===== config.mk =====
export PLATFORM = sky130hd
export DESIGN_NAME = mult_div_unit_flat
export DESIGN_NICKNAME = d
export VERILOG_FILES = /design/src/rtl/mult_div_pkg.sv /design/src/rtl/mult_div_if.sv /design/src/rtl/booth_step.sv /design/src/rtl/mult_div_unit.sv /design/src/flat_wrapper.sv
export SDC_FILE = /design/constraint.sdc
export NUM_CORES = 1
export LEC_CHECK = 0
export BUFFER_PORTS_ARGS = -buffer_cell sky130_fd_sc_hd__buf_2
export CAP_MARGIN = 20
export CORE_ASPECT_RATIO = 2
export CORE_MARGIN = 5
export CORE_UTILIZATION = 40
export CTS_BUF_LIST = sky130_fd_sc_hd__clkbuf_4
export DETAILED_ROUTE_END_ITERATION = 16
export SLEW_MARGIN = 10
export SYNTH_ARGS = -nofsm -noshare
export SYNTH_HDL_FRONTEND = slang
export SYNTH_SLANG_ARGS = --single-unit

===== constraint.sdc =====
create_clock -name clk -period 9.6 [get_ports clk]
set_input_delay 1.44 -clock clk [delete_from_list [all_inputs] [get_ports clk]]
set_output_delay 1.44 -clock clk [all_outputs]
set_load 0.05 [all_outputs]

===== src/rtl/mult_div_pkg.sv =====
// Shared types for the sequential multiply/divide unit: FSM states, op encoding,
// and the fixed iteration count (one result bit per cycle).
package mult_div_pkg;

  localparam int ITER = 32;

  typedef enum logic [1:0] {
    IDLE,
    RUN,
    FINISH
  } state_t;

  typedef enum logic {
    OP_MULT,
    OP_DIV
  } op_t;

endpackage


===== src/rtl/mult_div_if.sv =====
// Start/operand/result bundle between the control unit (master) and the
// multiply/divide unit (slave).
interface mult_div_if #(
  parameter int WIDTH = 32
);

  logic             start_mult;
  logic             start_div;
  logic [WIDTH-1:0] a;
  logic [WIDTH-1:0] b;
  logic [WIDTH-1:0] hi;
  logic [WIDTH-1:0] lo;
  logic             busy;
  logic             done;
  logic             div_zero;

  modport master (
    output start_mult, start_div, a, b,
    input  hi, lo, busy, done, div_zero
  );

  modport slave (
    input  start_mult, start_div, a, b,
    output hi, lo, busy, done, div_zero
  );

endinterface


===== src/rtl/booth_step.sv =====
// One radix-2 Booth iteration on the {P, Q, q_1} register: conditional add/sub
// of M into P, then a one-bit arithmetic right shift of the whole register.
module booth_step #(
  parameter int WIDTH = 32
) (
  input  logic [2*WIDTH:0] acc_in,
  input  logic [WIDTH-1:0] m,
  output logic [2*WIDTH:0] acc_out
);

  logic [WIDTH-1:0] p;
  logic [WIDTH-1:0] q;
  logic             q_1;
  logic [WIDTH:0]   sum;

  assign p   = acc_in[2*WIDTH:WIDTH+1];
  assign q   = acc_in[WIDTH:1];
  assign q_1 = acc_in[0];

  // P is widened by one sign bit so that P - M cannot overflow when M is the
  // most negative value; the shift then folds that extra bit back into P.
  always_comb begin
    sum = {p[WIDTH-1], p};
    case ({q[0], q_1})
      2'b01:   sum = {p[WIDTH-1], p} + {m[WIDTH-1], m};
      2'b10:   sum = {p[WIDTH-1], p} - {m[WIDTH-1], m};
      default: sum = {p[WIDTH-1], p};
    endcase
  end

  assign acc_out = {sum, q};

endmodule


===== src/rtl/mult_div_unit.sv =====
// Sequential signed multiply (Booth) / divide (restoring) unit producing HI/LO
// for the multicycle MIPS datapath; one bit per cycle, 34-edge latency.
module mult_div_unit
  import mult_div_pkg::*;
#(
  parameter int WIDTH = 32
) (
  input logic       clk,
  input logic       reset,
  mult_div_if.slave bus
);

  localparam int              CNT_W = $clog2(ITER);
  localparam logic [CNT_W-1:0] LAST = CNT_W'(ITER - 1);

  state_t           state;
  state_t           next_state;
  op_t              op;
  logic [CNT_W-1:0] cnt;
  logic [WIDTH-1:0] p_reg;
  logic [WIDTH-1:0] q_reg;
  logic [WIDTH-1:0] m_reg;
  logic [WIDTH-1:0] hi_reg;
  logic [WIDTH-1:0] lo_reg;
  logic             q_1;
  logic             neg_q;
  logic             neg_r;
  logic             dz;
  logic             done_reg;
  logic             dz_reg;
  logic             accept;
  logic [2*WIDTH:0] booth_next;
  logic [WIDTH-1:0] abs_a;
  logic [WIDTH-1:0] abs_b;
  logic [WIDTH-1:0] r_shift;
  logic [WIDTH:0]   r_diff;
  logic [WIDTH-1:0] r_next;
  logic [WIDTH-1:0] q_next;
  logic [WIDTH-1:0] q_final;
  logic [WIDTH-1:0] r_final;

  // The done cycle still counts as busy, so a new op can only start once done drops.
  assign accept = (state == IDLE) && !done_reg && (bus.start_mult || bus.start_div);

  always_ff @(posedge clk or posedge reset) begin
    if (reset) state <= IDLE;
    else       state <= next_state;
  end

  always_comb begin
    next_state = state;
    case (state)
      IDLE: begin
        if (accept) begin
          if (!bus.start_mult && (bus.b == '0)) next_state = FINISH;
          else                                  next_state = RUN;
        end
      end
      RUN:     if (cnt == LAST) next_state = FINISH;
      FINISH:  next_state = IDLE;
      default: next_state = IDLE;
    endcase
  end

  booth_step #(.WIDTH(WIDTH)) u_booth (
    .acc_in  ({p_reg, q_reg, q_1}),
    .m       (m_reg),
    .acc_out (booth_next)
  );

  // Restoring divide step; R stays below |b| <= 2^(WIDTH-1), so its top bit is
  // always zero and the shifted remainder still fits in WIDTH bits.
  always_comb begin
    r_shift = {p_reg[WIDTH-2:0], q_reg[WIDTH-1]};
    r_diff  = {1'b0, r_shift} - {1'b0, m_reg};
    r_next  = r_shift;
    q_next  = {q_reg[WIDTH-2:0], 1'b0};
    if (!r_diff[WIDTH]) begin
      r_next = r_diff[WIDTH-1:0];
      q_next = {q_reg[WIDTH-2:0], 1'b1};
    end
  end

  assign abs_a   = bus.a[WIDTH-1] ? (~bus.a + 1'b1) : bus.a;
  assign abs_b   = bus.b[WIDTH-1] ? (~bus.b + 1'b1) : bus.b;
  assign q_final = neg_q ? (~q_reg + 1'b1) : q_reg;
  assign r_final = neg_r ? (~p_reg + 1'b1) : p_reg;

  always_ff @(posedge clk or posedge reset) begin
    if (reset) begin
      op       <= OP_MULT;
      cnt      <= '0;
      p_reg    <= '0;
      q_reg    <= '0;
      m_reg    <= '0;
      q_1      <= 1'b0;
      neg_q    <= 1'b0;
      neg_r    <= 1'b0;
      dz       <= 1'b0;
      hi_reg   <= '0;
      lo_reg   <= '0;
      done_reg <= 1'b0;
      dz_reg   <= 1'b0;
    end else begin
      done_reg <= 1'b0;
      dz_reg   <= 1'b0;
      case (state)
        IDLE: begin
          if (accept) begin
            cnt   <= '0;
            p_reg <= '0;
            q_1   <= 1'b0;
            if (bus.start_mult) begin
              op    <= OP_MULT;
              q_reg <= bus.a;
              m_reg <= bus.b;
              neg_q <= 1'b0;
              neg_r <= 1'b0;
              dz    <= 1'b0;
            end else begin
              op    <= OP_DIV;
              q_reg <= abs_a;
              m_reg <= abs_b;
              neg_q <= bus.a[WIDTH-1] ^ bus.b[WIDTH-1];
              neg_r <= bus.a[WIDTH-1];
              dz    <= (bus.b == '0);
            end
          end
        end
        RUN: begin
          cnt <= cnt + 1'b1;
          if (op == OP_MULT) {p_reg, q_reg, q_1} <= booth_next;
          else               {p_reg, q_reg}      <= {r_next, q_next};
        end
        FINISH: begin
          done_reg <= 1'b1;
          if (dz) begin
            dz_reg <= 1'b1;
          end else if (op == OP_MULT) begin
            hi_reg <= p_reg;
            lo_reg <= q_reg;
          end else begin
            hi_reg <= r_final;
            lo_reg <= q_final;
          end
        end
        default: ;
      endcase
    end
  end

  assign bus.hi       = hi_reg;
  assign bus.lo       = lo_reg;
  assign bus.done     = done_reg;
  assign bus.div_zero = dz_reg;
  assign bus.busy     = (state != IDLE) || done_reg;

endmodule

===== src/flat_wrapper.sv =====
// flat-port wrapper written by rule: the top's interface ports become plain ports
module mult_div_unit_flat import mult_div_pkg::*;
#(
  parameter int WIDTH = 32
)
  (clk, reset, bus_start_mult, bus_start_div, bus_a, bus_b, bus_hi, bus_lo, bus_busy, bus_done, bus_div_zero);
  mult_div_if #(.WIDTH(WIDTH)) bus_i ();
  input logic clk;
  input logic reset;
  input wire logic [$bits(bus_i.start_mult)-1:0] bus_start_mult;
  input wire logic [$bits(bus_i.start_div)-1:0] bus_start_div;
  input wire logic [$bits(bus_i.a)-1:0] bus_a;
  input wire logic [$bits(bus_i.b)-1:0] bus_b;
  output wire logic [$bits(bus_i.hi)-1:0] bus_hi;
  output wire logic [$bits(bus_i.lo)-1:0] bus_lo;
  output wire logic [$bits(bus_i.busy)-1:0] bus_busy;
  output wire logic [$bits(bus_i.done)-1:0] bus_done;
  output wire logic [$bits(bus_i.div_zero)-1:0] bus_div_zero;
  assign bus_i.start_mult = bus_start_mult;
  assign bus_i.start_div = bus_start_div;
  assign bus_i.a = bus_a;
  assign bus_i.b = bus_b;
  assign bus_hi = bus_i.hi;
  assign bus_lo = bus_i.lo;
  assign bus_busy = bus_i.busy;
  assign bus_done = bus_i.done;
  assign bus_div_zero = bus_i.div_zero;
  mult_div_unit #(.WIDTH(WIDTH)) u_core (.clk(clk), .reset(reset), .bus(bus_i));
endmodule

Word-level counts from Yosys, hierarchy flattened
Cells that the tools add are included.
{ "word_totals": {"ff_bits": 174, "output_inout_bits": 67} }
{ "op_classes": {"n_addsub": 8, "n_reduce_logical": 17, "mux": 33, "n_eq_ne": 9, "bitwise_logic": 6} }
{ "ops": {"columns": ["operator", "n"], "rows": [
  ["2-to-1 mux 32 bit", 13],
  ["adder 32 x 1 -> 32 bit (second input constant)", 4],
  ["inverter 32 bit", 4],
  ["case mux 32 bit (2 select lines)", 2],
  ["case mux 33 bit (2 select lines)", 1],
  ["subtractor 32 x 32 -> 33 bit", 2],
  ["adder 32 x 32 -> 33 bit", 1],
  ["zero test 32 bit", 1],
  ["2-to-1 mux 1 bit", 10],
  ["case mux 5 bit (2 select lines)", 1],
  ["AND reduction 2 bit", 4],
  ["2-to-1 mux 2 bit", 3],
  ["AND reduction 3 bit", 2],
  ["adder 5 x 1 -> 5 bit (second input constant)", 1],
  ["equality test 5 bit (second input constant)", 1],
  ["2-to-1 mux 5 bit", 1],
  ["equality test 2 x 1 -> 1 bit (second input constant)", 2],
  ["equality test 2 bit (second input constant)", 2],
  ["!= test 2 x 1 -> 1 bit (second input constant)", 2],
  ["!= test 4 x 3 -> 1 bit (second input constant)", 1],
  ["case mux 2 bit (2 select lines)", 1],
  ["nonzero test 2 bit", 2],
  ["logical AND 1 bit", 3],
  ["zero test 1 bit", 2],
  ["other kinds (6)", 7]
]} }

Depth between registers and ports, before layout
Gate-level depths: netlist of run 1.
{ "depth": {"word_depth": 6, "depth_mapped": 19, "mapped_depth_nobuf": 18} }

By module
Synthesis of run 1 repeated with hierarchy kept, for this count alone.
{ "hier_totals": {"cells_unflattened": 1916, "hier_area_um2": 15015.7} }
{ "by_module_without_submodules": {"columns": ["mod", "n_inst", "seq_area_each_um2", "area_each_um2", "cells_each"], "rows": [
  ["mult_div_unit", 1, 4354.2, 11997.8, 1440],
  ["booth_step", 1, 0.0, 3017.9, 476]
]} }

Worst setup path after synthesis of run 1
Ideal clock, no wire load.
{ "synth_timing": {"path_type": "register to register", "from": "register u_core.m_reg[7]", "to": "register u_core.p_reg[28]", "stages_incl_launch_ff": 18, "required_ps": 9465, "setup_time_ps": 135, "path_slack_ps": 5659, "arrival_ps": 3805, "period_less_slack_ps": 3941, "path_cell_list": "dfrtp_1 > nor4_1 > and3_1 > and3_1 > clkbuf_1 > a31oi_1 > xnor2_1 > ha_1 > a21o_1 > a21o_1 > a21oi_1 > a2bb2oi_1 > a31oi_1 > a221oi_1 > o21ai_1 > xor2_1 > a221oi_1 > o22ai_1"} }
{ "synth_between": {"elab_chain_len": 4} }
{ "synth_rtl": {"columns": ["item", "line_no", "text"], "rows": [
  ["start: declaration", "mult_div_unit.sv:22", "logic [WIDTH-1:0] m_reg;"],
  ["start signal: assignment", "mult_div_unit.sv:116", "m_reg <= bus.b;"],
  ["start signal: assignment", "mult_div_unit.sv:123", "m_reg <= abs_b;"],
  ["subtractor 32 x 32 -> 33 bit, or another cell as far along", "booth_step.sv:26", "2'b10: sum = {p[WIDTH-1], p} - {m[WIDTH-1], m};"],
  ["case mux 33 bit (2 select lines) or 2-to-1 mux 32 bit (tied branches)", "booth_step.sv:24, mult_div_unit.sv:78", null],
  ["2-to-1 mux 32 bit (*)", "mult_div_unit.sv:132", "if (op == OP_MULT) {p_reg, q_reg, q_1} <= booth_next;"],
  ["case mux 32 bit (2 select lines) (*)", "mult_div_unit.sv:107", "case (state)"],
  ["end signal: assignment", "mult_div_unit.sv:132", null],
  ["end signal: assignment", "mult_div_unit.sv:133", "else {p_reg, q_reg} <= {r_next, q_next};"],
  ["end: declaration", "mult_div_unit.sv:20", "logic [WIDTH-1:0] p_reg;"]
]} }
Every way passes the cells marked *; elsewhere a longest branch is shown, timed or not.
A chain may end at the register's enable or synchronous reset.

Worst setup path in the final report of run 1
{ "layout_timing": {"from": "register u_core.m_reg[1]", "to": "register u_core.p_reg[28]"} }
The elaborated chain is that of the path after synthesis.

==> results of run 1 <==
-- kinds of logic after synthesis --
logic type / Yosys count / synth area share, %
AO/OA/AOI/OAI: 591 / 25.3
multiplexers: 41 / 2.94
XOR/XNOR: 200 / 12.4
adder cells (fa/ha/maj): 74 / 6.67
flip-flops: 174 / 30.9
AND/OR/NAND/NOR: 523 / 17.4
buffers and inverters: 161 / 4.34
-- layout make-up --
cell class                      instances  area, um2
Multi-Input combinational cell       1429       9150
Antenna cell                            1       2.50
Sequential cell                       174       4360
Clock inverter                         15        218
Clock buffer                           17        128
Timing Repair Buffer                  154        828
Fill cell                            3618      19500
Inverter                               57        219
Tap cell                              445        557
-- metal layers --
layer | wire [um] | vias up
met3 | 1510 | 236
met1 | 14700 | 6447
li1 | - | 6459
met5 | 0 | -
met4 | 6560 | 0
met2 | 28100 | 444
-- final timing paths --
kind	startpoint	endpoint	slack, ps	cells past startpoint
worst max-delay path	u_core.m_reg[1]	u_core.p_reg[28]	5140	18
min in group asynchronous	reset	u_core.q_reg[21]	770	2
worst min-delay path	u_core.q_1	u_core.q_1	530	2
worst max register to register	u_core.m_reg[1]	u_core.p_reg[28]	5140	18
max in group asynchronous	reset	u_core.p_reg[21]	6720	4
worst min register to register	u_core.q_1	u_core.q_1	530	2
-- critical path, cell delays in order (launching register included) --
cell,delay (ps)
dfrtp_1,490
inv_1,180
ha_1,220
inv_1,50
nor2_1,220
and3_1,330
a41oi_1,170
xnor2_1,170
ha_1,430
and3_1,250
nand2_1,100
or3_1,320
o21bai_1,190
a31oi_1,340
a221oi_1,170
o21ai_1,260
xor2_1,100
a221oi_1,280
o22ai_1,120
-- cells in the mapped netlist (all sizes together), types with 4 or more instances --
library cell    n
clkbuf         91
nand2         148
nand3b          4
a31o            4
a222oi          7
dfrtp         174
nor4           18
a31oi          36
a221oi          6
or2             5
a211oi         12
o41ai          10
xor2           80
a41oi           9
ha             72
xnor2         120
or4             7
a21o           35
mux2i          38
nor2          193
o31ai          17
or3            16
o21ai         172
a21oi         194
nor2b          17
o211ai         36
buf            13
a22oi          12
nand4           8
o21a            5
nand3          27
nor3           21
o22ai           9
and3           15
and2           13
nand2b         20
inv            57
o31a            4
-- stage by stage --
step / instances / setup WS [ps] / cell area [um2] / hold WS [ps]
3_3_place_gp: 2258 / 5150 / 15100 / 488
2_1_floorplan: 1764 / 3440 / 14100 / 450
6_report: 2292 / 5140 / 15500 / 532
4_1_cts: 2290 / 5030 / 15400 / 530
5_1_grt: 2292 / 4710 / 15500 / 552
3_5_place_dp: 2258 / 5040 / 15100 / 493
==> run summary, run 1 <==
status = finished, final reports clean
Avg WL per Cell = 22.2 um
sequential-to-total area share from yosys stat = 30.9%
dominant cell type by area after synthesis = dfrtp_1
routed via count = 13600
Ys Warns = 0
Final Routed Wirelength = 50.9 mm
Max Cap Violations = 0
nets@finish = 1975
Relative slew margins = 31.0%
deepest clock path buffer count = 2
Max Slew Vio Count = 0
Setup TNS = 0 ps
largest net degree at the start of global routing = 85
setup violators final = 0
Core ar. = 35000 um2
leading cell type in the layout, fill and taps excluded = a21oi_1
I/O Buffers = 134
chip width = 143 um
post_cts resized = 0
clk slew on worst S/H paths = 180 ps
Avg Vias per Cell = 5.93
H-tree levels = 4
worst slew pin tran = 1030 ps
Max FO, Critical Path = 7
post-layout util = 44.2%
First-pass DRT Iterations = 6
WS Path Type = register to register
RSZ-0062 raised after global routing = no
synthesis-to-layout area growth = 9.64%
first-pass GRT wire length = 77.3 mm
Post-CTS Setup Bufs = 0
Netlist cell types = 76
CP startpoint kind = register
hold-fix buffer count after cts = 0
layout cells sized above 1 = 11.6%
Synth Flop Type = dfrtp_1
data arrival time of the worst path = 5020 ps
Mapped Cells = 1764
skew final = 41.4 ps
Worst EP required = 10160 ps
number of global-route vias before repair = 13900
CTS Buf Count = 17
site row count = 97
drt first-iter violations = 622
Final Critical Period = 4460 ps
die area = 39300 um2
Top Usage Layer GRT = met2
hold crit path type = register to register
clock root buffer = clkbuf_4
EDFF count, synth = 0
FFs w/ async S/R, synth = 100%
met2 usage = 49.8%
Max Fclk = 224 MHz
Skew-Pair Late Insertion Delay = 680 ps
Final HPWL DP = 40.3 mm
Post-Synthesis Cell Area = 14100 um2
CTS tree = built
Hold Fails Final Rpt = 0
clk sinks = 174
Initial Utilization = 40.3%
Yosys reg bits = 174
antenna violations before repair = 1
# DRC = 0
Post-Syn Area per Cell = 7.99 um2
Setup crit end kind = register
Final Wtd Congestion = 0.945
# IOs = 135
routing usage on met1 = 20.9%
Synth area leaders = dfrtp_1 (31%), xnor2_1 (7.5%), a21oi_1 (6.9%)
Synth top area share = 30.9%
Total GRT Usage = 26.0%
die boundary height = 276 um
Congestion Overflow GR = 0
antenna-violating nets left = 0
part of the cycle the worst path needs = 46.4%
commonest cells after routing, fill and taps aside = a21oi_1 (194), nor2_1 (192), dfrtp_1 (173)
met3 global-route usage = 3.03%
post-synth net total = 1906
Power of run 1 is left out: the tool's default activity adds up to more than one toggle a clock period on the data nets, which glitch-free logic cannot reach.
==> inputs of run 2 (changes only) <==
- clock period: 9.6 -> 4.35 ns (I/O delays scaled with it)
==> run 2 against run 1 <==
Effect of this change: final cell count up 2.2%; flip-flop and latch count is the same; core utilization rose by 0.97 points; count of clock-buffer cells in the layout rose by 2; worst setup slack got worse by 4800 ps.
==> run summary, run 2 (synthesis results as in run 1) <==
first-pass GRT wire length = 81.4 mm
die boundary height = 276 um
CP startpoint kind = register
die area = 39300 um2
nets@finish = 2024
Max Fclk = 247 MHz
hold crit path type = input port to asynchronous set/reset pin
CTS tree = built
Setup crit end kind = register
Final HPWL DP = 42.4 mm
Core ar. = 35000 um2
routed via count = 13800
chip width = 143 um
Worst EP required = 4920 ps
clk slew on worst S/H paths = 180 ps
Post-CTS Setup Bufs = 0
site row count = 97
Place WS = 82.0 ps
H-tree levels = 4
synthesis-to-layout area growth = 12.1%
skew final = 38.4 ps
setup violators final = 0
Final Cell Area = 15800 um2
part of the cycle the worst path needs = 93.2%
antenna violations before repair = 1
clock root buffer = clkbuf_4
Final Critical Period = 4050 ps
number of global-route vias before repair = 14200
Max Slew Vio Count = 0
First-pass DRT Iterations = 5
# IOs = 135
Final Routed Wirelength = 54.0 mm
Skew-Pair Late Insertion Delay = 670 ps
r2r setup slk = 300 ps
post-layout util = 45.2%
Total GRT Usage = 27.6%
RR Startpoint = u_core.m_reg[0]
status = finished, final reports clean
fin worst setup slack = 295 ps
Max FO, Critical Path = 4
Max Cap Violations = 0
leading cell type in the layout, fill and taps excluded = a21oi_1
R2R Path End = u_core.p_reg[28]
Hold Fails Final Rpt = 0
hold_ws = 94.7 ps
drt first-iter violations = 645
worst slew pin tran = 1180 ps
data arrival time of the worst path = 4620 ps
worst r2r path cells = 18
Congestion Overflow GR = 0
post_cts resized = 0
antenna-violating nets left = 0
# DRC = 0
Initial Utilization = 40.3%
CTS Buf Count = 17
WS Path Type = register to register
Avg Vias per Cell = 5.91
I/O Buffers = 134
Avg WL per Cell = 23.1 um
clk sinks = 174
Final Wtd Congestion = 1.03
layout cells sized above 1 = 14.3%
hold-fix buffer count after cts = 0
Relative slew margins = 21.4%
deepest clock path buffer count = 2
commonest cells after routing, fill and taps aside = a21oi_1 (194), nor2_1 (192), dfrtp_1 (173)
Layout fillers = 3559
Post-DP Area = 15500 um2
largest net degree at the start of global routing = 95
## run 2: worst max-delay path by stage
stage               startpoint          endpoint  cells past startpoint
3_5_place_dp   u_core.m_reg[1]  u_core.p_reg[28]                     18
4_1_cts        u_core.m_reg[1]  u_core.p_reg[28]                     18
3_3_place_gp   u_core.m_reg[6]  u_core.p_reg[28]                     17
6_report       u_core.m_reg[0]  u_core.p_reg[28]                     18
2_1_floorplan  u_core.m_reg[7]  u_core.p_reg[28]                     17
5_1_grt        u_core.m_reg[1]  u_core.p_reg[26]                     18
## run 2: metal layers
layer  wire [um]  vias up  track usage [%]
met4        5830        0             24.3
met2       30100      428             53.5
met1       16300     6630             23.3
li1            -     6556                -
met3        1810      216             3.90
met5           0        -                0
## run 2: area by class of cell
cell class	instances	area (um2)	area share (%)
Clock buffer	19	143	0.903
Tap cell	445	557	3.52
Antenna cell	2	5.00	0.0317
Multi-Input combinational cell	1429	9190	58.2
Timing Repair Buffer	203	1210	7.68
Sequential cell	174	4360	27.6
Clock inverter	13	116	0.737
Inverter	57	218	1.38
## run 2: critical path, cell delays in order (launching register included)
cell and delay [ps]:
dfrtp_1 460, inv_1 120, ha_1 200, inv_1 50
nor2_1 150, and3_1 220, a31oi_1 110, xnor2_1 190
ha_1 270, a21o_1 200, a21o_1 190, a21oi_1 200
a2bb2oi_1 280, a31oi_2 200, a221oi_1 450, o21ai_2 140
xor2_1 160, a221oi_1 260, o22ai_1 120
## run 2: through the flow
stage,cells,TNS [ps]
2_1_floorplan,1764,0
3_3_place_gp,2308,0
3_5_place_dp,2308,0
4_1_cts,2340,0
5_1_grt,2341,-15.6
6_report,2342,0
Power of run 2 is left out for the same reason.
